[src/rtl/gol_pkg.sv]
// Shared types and defaults for the Game-of-Life generation sequencer.
package gol_pkg;

    localparam int unsigned DEF_WIDTH   = 8;
    localparam int unsigned DEF_REGBITS = 3;
    localparam int unsigned DEF_ROWS    = 1 << DEF_REGBITS;
    localparam int unsigned DEF_GENBITS = 16;

    // Eight neighbours fit in four bits with no overflow.
    localparam int unsigned CNT_W = 4;

    typedef enum logic [1:0] {
        ST_IDLE,
        ST_LOAD,
        ST_SCAN,
        ST_DONE
    } gol_state_t;

endpackage

[src/rtl/gol_row_rule.sv]
// Combinational Game-of-Life rule for one row.
// Ports: prev/cur/below - the row above, the row itself and the row below
//        (bit 0 = leftmost column); next_row - next-generation value of cur.
// Cells outside the row are dead; there is no wrap-around.
module gol_row_rule
    import gol_pkg::*;
#(
    parameter int unsigned WIDTH = DEF_WIDTH
) (
    input  logic [WIDTH-1:0] prev,
    input  logic [WIDTH-1:0] cur,
    input  logic [WIDTH-1:0] below,
    output logic [WIDTH-1:0] next_row
);

    // Dead padding column on each side; padded index j+1 is column j.
    logic [WIDTH+1:0] pp;
    logic [WIDTH+1:0] cp;
    logic [WIDTH+1:0] bp;
    logic [CNT_W-1:0] cnt;

    always_comb begin
        pp       = {1'b0, prev, 1'b0};
        cp       = {1'b0, cur, 1'b0};
        bp       = {1'b0, below, 1'b0};
        cnt      = '0;
        next_row = '0;
        for (int j = 0; j < int'(WIDTH); j++) begin
            cnt = CNT_W'(pp[j]) + CNT_W'(pp[j+1]) + CNT_W'(pp[j+2])
                + CNT_W'(cp[j])                   + CNT_W'(cp[j+2])
                + CNT_W'(bp[j]) + CNT_W'(bp[j+1]) + CNT_W'(bp[j+2]);
            next_row[j] = (cnt == CNT_W'(3)) || ((cnt == CNT_W'(2)) && cur[j]);
        end
    end

endmodule

[src/rtl/gol_sequencer.sv]
// Sweeps the row register file once per generation, rewriting each row in
// place while a three-row window keeps the original neighbour values.
// Ports: ph2/reset_n clock and async active-low reset; start/run requests;
//        disp_ra display read address (used when idle); rd/ra/wa/wd/regwrite
//        register file access; busy/done/stable/gen_count status.
module gol_sequencer
    import gol_pkg::*;
#(
    parameter int unsigned WIDTH   = DEF_WIDTH,
    parameter int unsigned REGBITS = DEF_REGBITS,
    parameter int unsigned GENBITS = DEF_GENBITS
) (
    input  logic               ph2,
    input  logic               reset_n,
    input  logic               start,
    input  logic               run,
    input  logic [REGBITS-1:0] disp_ra,
    input  logic [WIDTH-1:0]   rd,
    output logic [REGBITS-1:0] ra,
    output logic [REGBITS-1:0] wa,
    output logic [WIDTH-1:0]   wd,
    output logic               regwrite,
    output logic               busy,
    output logic               done,
    output logic               stable,
    output logic [GENBITS-1:0] gen_count
);

    localparam int unsigned        ROWS     = 1 << REGBITS;
    localparam logic [REGBITS-1:0] LAST_ROW = REGBITS'(ROWS - 1);

    gol_state_t         state_q, state_d;
    logic [WIDTH-1:0]   prev_q, prev_d;
    logic [WIDTH-1:0]   cur_q, cur_d;
    logic [REGBITS-1:0] row_q, row_d;
    logic               chg_q, chg_d;
    logic               stable_q, stable_d;
    logic [GENBITS-1:0] gen_q, gen_d;
    logic               last_row;
    logic [WIDTH-1:0]   below;
    logic [WIDTH-1:0]   next_row;

    assign last_row  = (row_q == LAST_ROW);
    // Nothing lives below the bottom row.
    assign below     = last_row ? '0 : rd;
    assign stable    = stable_q;
    assign gen_count = gen_q;

    gol_row_rule #(
        .WIDTH(WIDTH)
    ) u_rule (
        .prev    (prev_q),
        .cur     (cur_q),
        .below   (below),
        .next_row(next_row)
    );

    // State and window registers.
    always_ff @(posedge ph2 or negedge reset_n) begin
        if (!reset_n) begin
            state_q  <= ST_IDLE;
            prev_q   <= '0;
            cur_q    <= '0;
            row_q    <= '0;
            chg_q    <= 1'b0;
            stable_q <= 1'b0;
            gen_q    <= '0;
        end else begin
            state_q  <= state_d;
            prev_q   <= prev_d;
            cur_q    <= cur_d;
            row_q    <= row_d;
            chg_q    <= chg_d;
            stable_q <= stable_d;
            gen_q    <= gen_d;
        end
    end

    // Next-state, window update and register file port mux.
    always_comb begin
        state_d  = state_q;
        prev_d   = prev_q;
        cur_d    = cur_q;
        row_d    = row_q;
        chg_d    = chg_q;
        stable_d = stable_q;
        gen_d    = gen_q;
        ra       = disp_ra;
        wa       = '0;
        wd       = '0;
        regwrite = 1'b0;
        busy     = 1'b0;
        done     = 1'b0;

        case (state_q)
            ST_IDLE: begin
                if (start) state_d = ST_LOAD;
            end
            ST_LOAD: begin
                busy    = 1'b1;
                ra      = '0;
                cur_d   = rd;
                prev_d  = '0;
                chg_d   = 1'b0;
                row_d   = '0;
                state_d = ST_SCAN;
            end
            ST_SCAN: begin
                busy     = 1'b1;
                // Fetch row i+1 while row i is overwritten; the wrapped
                // address on the last row is masked off via below.
                ra       = REGBITS'(row_q + REGBITS'(1));
                wa       = row_q;
                wd       = next_row;
                regwrite = 1'b1;
                prev_d   = cur_q;
                cur_d    = below;
                if (next_row != cur_q) chg_d = 1'b1;
                if (last_row) state_d = ST_DONE;
                else          row_d   = REGBITS'(row_q + REGBITS'(1));
            end
            ST_DONE: begin
                done     = 1'b1;
                gen_d    = GENBITS'(gen_q + GENBITS'(1));
                stable_d = !chg_q;
                state_d  = (run && chg_q) ? ST_LOAD : ST_IDLE;
            end
            default: state_d = ST_IDLE;
        endcase
    end

endmodule

[config.mk]
export PLATFORM = sky130hd
export DESIGN_NAME = gol_sequencer
export DESIGN_NICKNAME = d
export VERILOG_FILES = /design/src/rtl/gol_pkg.sv /design/src/rtl/gol_row_rule.sv /design/src/rtl/gol_sequencer.sv
export SDC_FILE = /design/constraint.sdc
export NUM_CORES = 1
export LEC_CHECK = 0
export ABC_AREA = 1
export BUFFER_PORTS_ARGS = -buffer_cell sky130_fd_sc_hd__buf_2
export CAP_MARGIN = 20
export CORE_MARGIN = 2
export CORE_UTILIZATION = 41
export CTS_CLUSTER_DIAMETER = 30
export CTS_CLUSTER_SIZE = 25
export DETAILED_ROUTE_END_ITERATION = 16
export HOLD_SLACK_MARGIN = 0.02
export PLACE_DENSITY_LB_ADDON = 0.08
export SYNTH_ARGS = -nofsm -noshare
export SYNTH_HDL_FRONTEND = slang
export SYNTH_SLANG_ARGS = --single-unit
[constraint.sdc]
create_clock -name ph2 -period 4.65 [get_ports ph2]
set_input_delay 0.465 -clock ph2 [delete_from_list [all_inputs] [get_ports ph2]]
set_output_delay 0.465 -clock ph2 [all_outputs]
set_load 0.01 [all_outputs]
==> results of run 1 <==
## registers in the layout, indices dropped and copies added (netlist names)
| signal | count |
|---|---|
| gen_count | 16 |
| cur_q | 8 |
| prev_q | 8 |
| row_q | 3 |
| state_q | 2 |
| chg_q | 1 |
| stable | 1 |
## metrics by stage
stage	util, %	total power (W)	hold slack (ps)
final	48.1	0.00249	292
after global routing	48.1	0.00287	354
after CTS	48.1	0.00253	334
after global placement	47.0	0.00226	481
after floorplan	-	0.00183	169
after detailed placement	47.0	0.00228	480
## worst max-delay path, cell delays in order, from the launching register on
cell and delay, ps:
dfrtp_1 420, ha_1 210, ha_1 200, inv_1 310, nand2_1 190, or2_2 320, nand2_1 60, inv_1 40
ha_1 290, fa_1 410, inv_1 80, fa_1 400, o21bai_1 160, nor2_1 120, nand2_1 80, nor2_1 80
buf_2 140
## layer usage
layer | part of all wire [%] | global-route usage [%] | vias up
met5 | 0 | 0 | -
met4 | 1.6 | 4.47 | 0
met3 | 3.5 | 3.29 | 9
met2 | 48 | 31.4 | 47
met1 | 47 | 23.5 | 1251
li1 | - | - | 1355
## kinds of logic (layout without fill, tap and decap cells)
family	count (synthesis)	count (layout)	share of synthesized area, %
AO/OA/AOI/OAI	30	30	5.18
flip-flops	39	39	29.5
buffers and inverters	97	146	11.0
AND/OR/NAND/NOR	173	173	22.6
XOR/XNOR	14	14	3.71
adder cells (fa/ha/maj)	57	57	27.9
## cell usage in the layout (no fill, tap or decap), types with 2 or more instances in the layout
master	n
ha_1	29
o22ai_1	6
buf_2	48
clkbuf_8	6
dfrtp_1	39
fa_1	28
a21oi_1	2
nor2_1	35
nor3_1	3
nand3_1	30
xor2_1	8
xnor2_1	6
o21bai_1	2
nand2_1	94
o21ai_0	17
inv_1	90
nand4_1	2
o31ai_1	2
## path summary, 6_finish.rpt
| check | from | end | depth (start not counted) |
|---|---|---|---|
| hold / removal | reset_n | cur_q[1]$_DFFE_PN0N_ | 1 |
| setup / recovery | row_q[0]$_DFFE_PN0P_ | wd[5] | 16 |
| setup reg to reg | row_q[0]$_DFFE_PN0P_ | chg_q$_DFFE_PN0P_ | 20 |
| min in group ph2 | rd[3] | cur_q[3]$_DFFE_PN0N_ | 3 |
| hold reg to reg | gen_count[14]$_DFFE_PN0P_ | gen_count[14]$_DFFE_PN0P_ | 1 |
| max in group asynchronous | reset_n | prev_q[6]$_DFFE_PN0N_ | 1 |
## layout make-up
type | instances | area [um^2]
Clock buffer | 6 | 82.6
Clock inverter | 1 | 5.00
Sequential cell | 39 | 976
Multi-Input combinational cell | 274 | 1970
Tap cell | 102 | 128
Inverter | 91 | 342
Timing Repair Buffer | 48 | 240
Fill cell | 795 | 4030
## power breakdown
group | leakage [nW] | internal, W | switching [W]
clock network | 0.0470 | 0.000117 | 0.000121
registers | 0.510 | 0.000440 | 0.000116
logic | 1.60 | 0.000652 | 0.00105
==> results.yml, run 1 <==
die:
  pin_count: 49
  die_h_um: 93.8
  die_x_um: 93.8
  start_util_pct: 42.6
  core_area_um2: 7770
  fp.dieArea_um2: 8800
  rows: 32
global_routing:
  grt_pass1_vias: 2738
  grt_pass1_wl_um: 12600
  grt_overflow_total: 0
  grt_start_max_net_pins: 40
  antenna_found_initial: 0
  globalRouteTotalUtil_pct: 18.1
critical_path:
  required_ps: 4180
  rrSetupSlack_ps: 770
  path_class: "reg2out"
  critPathLaunchType: "flip-flop"
  cp_max_fo: 11
  crit_path_end_kind: "primary output"
  cp.arrival_ps: 3820
detailed_routing:
  vias: 2662
  ant_nets: 0
  dr.first_iter.drc_count: 78
  wire_per_inst_um: 12.6
  wirelength_um: 7050
  firstDrtPassIters: 4
  vias_per_cell: 4.75
  drc: 0
timing:
  finalSetupViolCount: 0
  hold_viol_final: 0
  setup_tns_ps: 0
  slew_violations: 0
  layout_setup_ws_ps: 361
  fin_crit_ps: 4290
  max_freq_mhz: 233
  period_share_pct: 92.2
  worst_pin_slew_ps: 893
  skew_ps: 6.28
  rsz0062_at_grt: "false"
  relSlewSlack_pct: 40.5
clocking:
  clock_path_buffers: 2
  cts_buffers: 5
  postCtsSetupBuffers: 0
  h-tree-depth: 2
  cts_resized: 0
  cts_root_buf: "clkbuf_8"
  cts_hold_buf: 0
  worstSkewPairLatency_ps: 290
  clk_pin_slew_ps: 80
  clkSinkCount: 39
  cts_tree: "yes"
place:
  place_hpwl_um: 5680
  dp_cells: 554
  post-place-ws_ps: 652
  place.port_buffers: 48
  postPlaceCellArea_um2: 3650
  gp_congestion: 0.751
layout:
  design_area_um2: 3740
  drive_gt1_share_pct: 14.2
  n_antenna_cell: 0
  finalNetCount: 531
  area_delta_synth_final_pct: 13.1
  fin_cells: 561
pwr:
  power.density_nw_per_um2: 666
  p_leak_nw: 2.16
  ir_worst_vdd_mv: 0.309
logic_synthesis:
  yosysWarnings: 0
  synth_area_leaders: "dfrtp_1 30%, fa_1 17%, ha_1 11%"
  ys_seq_elements: 39
  synthCells: 410
  synth-edff-count: 0
  syn_nets: 482
  yosysTopAreaCellShare_pct: 29.5
  ys_top_cells_by_count: "94 x nand2_1, 90 x inv_1, 39 x dfrtp_1"
  synth_ff_type: "dfrtp_1"
  synth_most_common_cell: "nand2_1"
  synth_area_um2: 3310
  synth.distinct_cells: 29
  synthArstFlopShare_pct: 100
  syn_avg_cell_area_um2: 8.07
  synth_top_area_cell: "dfrtp_1"
  synth_seq_area_share_pct: 29.5
outcome:
  outcome: "complete, no violations"
flow_run:
  drv_cap: 0
min_path:
  hp-class: "in2async"
(Power assumes the default switching activity.)
==> inputs of run 2 (changes only) <==
--- a/config.mk
+++ b/config.mk
@@ -15,6 +15,7 @@
 export DETAILED_ROUTE_END_ITERATION = 16
 export HOLD_SLACK_MARGIN = 0.02
 export PLACE_DENSITY_LB_ADDON = 0.08
+export REMOVE_ABC_BUFFERS = 1
 export SYNTH_ARGS = -nofsm -noshare
 export SYNTH_HDL_FRONTEND = slang
 export SYNTH_SLANG_ARGS = --single-unit
==> constraint.sdc (replaced) <==
create_clock -name ph2 -period 5.4 [get_ports ph2]
set_input_delay 0.54 -clock ph2 [delete_from_list [all_inputs] [get_ports ph2]]
set_output_delay 0.54 -clock ph2 [all_outputs]
set_load 0.01 [all_outputs]
==> run 2 against run 1 <==
Global-route usage fell by 0.49 points. Setup slack improved by 690 ps. Utilization about the same. Sequential cell count unchanged. Clock power decreased by 18%. Total power down 14%. Via count decreased by 1.5%. Clock-buffer cell count stayed put.
==> results.yml, run 2 (synthesis results as in run 1) <==
layout:
  largest_reg_flops: 16
  finalNetCount: 531
  area_delta_synth_final_pct: 13.0
  drive_gt1_share_pct: 14.1
  final_common_cell: "nand2_1"
  nFillCells: 794
  n_antenna_cell: 0
  final_util_pct: 48.1
  layout_common_cells: "94 x nand2_1, 90 x inv_1, 48 x buf_2"
  fin_cells: 562
place:
  dp_cells: 554
  place.port_buffers: 48
  place_hpwl_um: 5710
  gp_congestion: 0.788
timing:
  setup_tns_ps: 0
  max_freq_mhz: 230
  rsz0062_at_grt: "false"
  fin_crit_ps: 4350
  period_share_pct: 80.6
  finalSetupViolCount: 0
  slew_violations: 0
  skew_ps: 8.15
  relSlewSlack_pct: 39.1
  hold_viol_final: 0
  worst_pin_slew_ps: 913
pwr:
  p_leak_nw: 2.15
  p_total_w: 0.00215
  power.density_nw_per_um2: 575
  ir_worst_vdd_mv: 0.287
clocking:
  postCtsSetupBuffers: 0
  cts_tree: "yes"
  worstSkewPairLatency_ps: 290
  cts_buffers: 5
  clkSinkCount: 39
  clock_path_buffers: 2
  cts_hold_buf: 0
  h-tree-depth: 2
  cts_root_buf: "clkbuf_8"
  cts_resized: 0
  clk_pin_slew_ps: 80
outcome:
  outcome: "complete, no violations"
min_path:
  hp-class: "in2async"
critical_path:
  cp_max_fo: 11
  cp.arrival_ps: 3810
  critPathLaunchType: "flip-flop"
  critPathSlowestCell: "dfrtp_1"
  crit_path_end_kind: "primary output"
  required_ps: 4860
  cp_top_family: "adder cells"
  path_class: "reg2out"
  path_cells: "ha_1 -> ha_1 -> inv_1 -> nand2_1 -> or2_2 -> nand2_1 -> inv_1 -> ha_1 -> fa_1 -> inv_1 -> fa_1 -> o21bai_1 -> nor2_1 -> nand2_1 -> nor2_1 -> buf_2"
  path_buf_inv: 4
  max_stage_delay_ps: 430
die:
  die_x_um: 93.8
  pin_count: 49
  fp.dieArea_um2: 8800
  start_util_pct: 42.6
  core_area_um2: 7770
  die_h_um: 93.8
  rows: 32
global_routing:
  grt_pass1_vias: 2543
  grt_pass1_wl_um: 12300
  grt_overflow_total: 0
  globalRouteTotalUtil_pct: 17.7
  antenna_found_initial: 0
  grt_start_max_net_pins: 40
detailed_routing:
  ant_nets: 0
  vias_per_cell: 4.66
  firstDrtPassIters: 4
  wire_per_inst_um: 12.7
  drc: 0
  vias: 2621
  wirelength_um: 7150
  dr.first_iter.drc_count: 106
flow_run:
  drv_cap: 0
==> run 2: final cells by class <==
cell class              instances  area [um^2]  share of cell area [%]
clock buffers                   6         72.6                    1.94
flip-flops and latches         39          976                    26.1
well taps                     102          128                    3.42
repair buffers                 48          240                    6.43
inverters                      91          342                    9.14
multi-input cells             274         1970                    52.6
clock inverters                 2         12.5                   0.335
==> run 2: report_power, final <==
part	internal, W	switching, W
combinational	0.000564	0.000911
sequential	0.000378	0.0000988
clock	0.0000904	0.000105
==> run 2: per-layer routing <==
| metal | vias to the layer above | wire length, um | GRT usage, % |
|---|---|---|---|
| met5 | - | 0 | 0 |
| met4 | 0 | 45 | 3.26 |
| met3 | 5 | 261 | 2.97 |
| met2 | 44 | 3300 | 27.1 |
| met1 | 1223 | 3550 | 26.4 |
| li1 | 1349 | - | - |
==> run 2: path summary, 6_finish.rpt <==
kind                                       from  slack (ps)                     to  cells after the start
setup reg to reg           row_q[0]$_DFFE_PN0P_        1460      chg_q$_DFFE_PN0P_                     17
hold / removal                          reset_n         380     stable$_DFFE_PN0P_                      1
setup / recovery           row_q[0]$_DFFE_PN0P_        1050                  wd[5]                     16
hold reg to reg              stable$_DFFE_PN0P_         490     stable$_DFFE_PN0P_                      2
max in group asynchronous               reset_n        4450  prev_q[6]$_DFFE_PN0N_                      1
min in group ph2             stable$_DFFE_PN0P_         490     stable$_DFFE_PN0P_                      2
==> run 2: stage by stage <==
| stage | worst slack (ps) | hold WS, ps | instance area [um^2] |
|---|---|---|---|
| 2_1_floorplan | 1690 | 244 | 3280 |
| 3_3_place_gp | 1440 | 463 | 3650 |
| 3_5_place_dp | 1350 | 474 | 3650 |
| 4_1_cts | 1020 | 414 | 3740 |
| 5_1_grt | 730 | 448 | 3740 |
| 6_report | 1050 | 377 | 3740 |
==> inputs of run 3 (changes only) <==
==> constraint.sdc (replaced) <==
create_clock -name ph2 -period 4.26 [get_ports ph2]
set_input_delay 0.426 -clock ph2 [delete_from_list [all_inputs] [get_ports ph2]]
set_output_delay 0.426 -clock ph2 [all_outputs]
set_load 0.01 [all_outputs]
==> run 3 against run 2 <==
Setup slack got worse by 880 ps. Clock power rose by 61%. Cell count grew 1.2%. Wire length increased by 0.59%. Largest power group unchanged.
==> results.yml, run 3 (synthesis results as in run 1) <==
layout:
  nFillCells: 792
  largest_reg_flops: 16
  layout_common_cells: "91 x nand2_1, 89 x inv_1, 48 x buf_2"
  area_delta_synth_final_pct: 16.0
  fin_cells: 569
  finalNetCount: 538
  n_antenna_cell: 0
  final_common_cell: "nand2_1"
  drive_gt1_share_pct: 17.1
timing:
  max_freq_mhz: 245
  slew_violations: 0
  hold_viol_final: 0
  worst_pin_slew_ps: 915
  fin_crit_ps: 4090
  relSlewSlack_pct: 39.0
  period_share_pct: 96.0
  finalSetupViolCount: 0
  whs_ps: 260
  skew_ps: 6.67
  rsz0062_at_grt: "true"
  layout_setup_ws_ps: 172
pwr:
  pwr-share-comb_pct: 67.5
  power.density_nw_per_um2: 736
  p_int_w: 0.00140
  seqPwrFrac_pct: 21.4
  p_total_w: 0.00282
  switching_power_w: 0.00143
  sw_frac_of_total_pct: 50.5
  clkPwrFrac_pct: 11.1
  p_leak_nw: 2.20
  ir_worst_vdd_mv: 0.434
place:
  place_hpwl_um: 5710
  gp_congestion: 0.772
  place.port_buffers: 48
  post-place-ws_ps: 300
  dp_cells: 555
critical_path:
  cp.arrival_ps: 3660
  cp_max_fo: 5
  critPathLaunchType: "flip-flop"
  required_ps: 3830
  path_class: "reg2out"
  crit_path_end_kind: "primary output"
die:
  pin_count: 49
  rows: 32
  fp.dieArea_um2: 8800
  die_x_um: 93.8
  die_h_um: 93.8
  start_util_pct: 42.6
  core_area_um2: 7770
clocking:
  h-tree-depth: 2
  worstSkewPairLatency_ps: 290
  clock_path_buffers: 2
  cts_buffers: 5
  clk_pin_slew_ps: 80
  cts_tree: "yes"
  clkSinkCount: 39
  cts_root_buf: "clkbuf_8"
  cts_hold_buf: 0
global_routing:
  antenna_found_initial: 0
  globalRouteTotalUtil_pct: 17.6
  grt_pass1_vias: 2673
  grt_overflow_total: 0
  grt_pass1_wl_um: 12300
  grt_start_max_net_pins: 40
detailed_routing:
  vias_per_cell: 4.72
  wire_per_inst_um: 12.6
  firstDrtPassIters: 4
  vias: 2683
  dr.first_iter.drc_count: 105
  ant_nets: 0
  drc: 0
  wirelength_um: 7200
min_path:
  hp-class: "in2async"
outcome:
  outcome: "complete, no violations"
flow_run:
  drv_cap: 0
-- run 3: what timing repair did --
item | CTS | global route
hold endpoints to repair | 0 | 0
gates cloned | 0 | 1
setup endpoints to repair | 2 | 4
pin swaps | 0 | 1
resized for setup | 1 | 6
setup buffers | 0 | 5
-- run 3: layer usage --
metal | part of all wire, % | GRT usage (%) | vias to the layer above | routed length, um
met1 | 49 | 24.3 | 1278 | 3510
met4 | 0.67 | 3.26 | 0 | 48
met5 | 0 | 0 | - | 0
li1 | - | - | 1357 | -
met3 | 4.0 | 3.45 | 4 | 290
met2 | 46 | 29.2 | 44 | 3340
-- run 3: worst max-delay path, cell delays in order, from the launching register on --
cell and delay [ps]:
dfrtp_1 440, ha_1 220, ha_1 250, clkinvlp_2 230, nand2_1 160, fa_1 560
inv_1 50, fa_1 410, inv_1 80, fa_1 390, o21bai_1 160, nor2_1 120
nand2_1 80, nor2_1 80, buf_2 140
-- run 3: stage by stage --
stage                     TNS (ps)  area [um^2]  util, %
after floorplan                  0         3280        -
after global placement           0         3660     47.1
after detailed placement         0         3660     47.1
after CTS                        0         3770     48.6
after global routing         -16.4         3830     49.4
final                            0         3830     49.4
-- run 3: cell type report --
| cell class | instances | area, um^2 | area share [%] |
|---|---|---|---|
| flip-flops and latches | 39 | 976 | 25.4 |
| clock inverters | 3 | 43.8 | 1.14 |
| repair inverters | 1 | 5.00 | 0.131 |
| repair buffers | 54 | 285 | 7.44 |
| multi-input cells | 274 | 1980 | 51.7 |
| well taps | 102 | 128 | 3.33 |
| inverters | 91 | 345 | 9.00 |
| clock buffers | 5 | 68.8 | 1.79 |
-- run 3: power groups by stage --
stage          Clock (W)  Sequential [W]  Combinational, W
2_1_floorplan          0        0.000595           0.00138
3_3_place_gp           0        0.000614           0.00186
3_5_place_dp           0        0.000614           0.00190
4_1_cts         0.000324        0.000607           0.00191
5_1_grt         0.000338        0.000627           0.00226
6_report        0.000314        0.000604           0.00191
-- run 3: final timing paths --
kind / start / to / slack, ps / cells past startpoint
min in group ph2: rd[4] / cur_q[4]$_DFFE_PN0N_ / 390 / 3
hold reg to reg: gen_count[14]$_DFFE_PN0P_ / gen_count[14]$_DFFE_PN0P_ / 490 / 1
setup reg to reg: row_q[0]$_DFFE_PN0P_ / chg_q$_DFFE_PN0P_ / 590 / 18
max in group asynchronous: reset_n / prev_q[5]$_DFFE_PN0N_ / 3430 / 1
setup / recovery: row_q[0]$_DFFE_PN0P_ / wd[4] / 170 / 14
hold / removal: reset_n / prev_q[7]$_DFFE_PN0N_ / 260 / 1
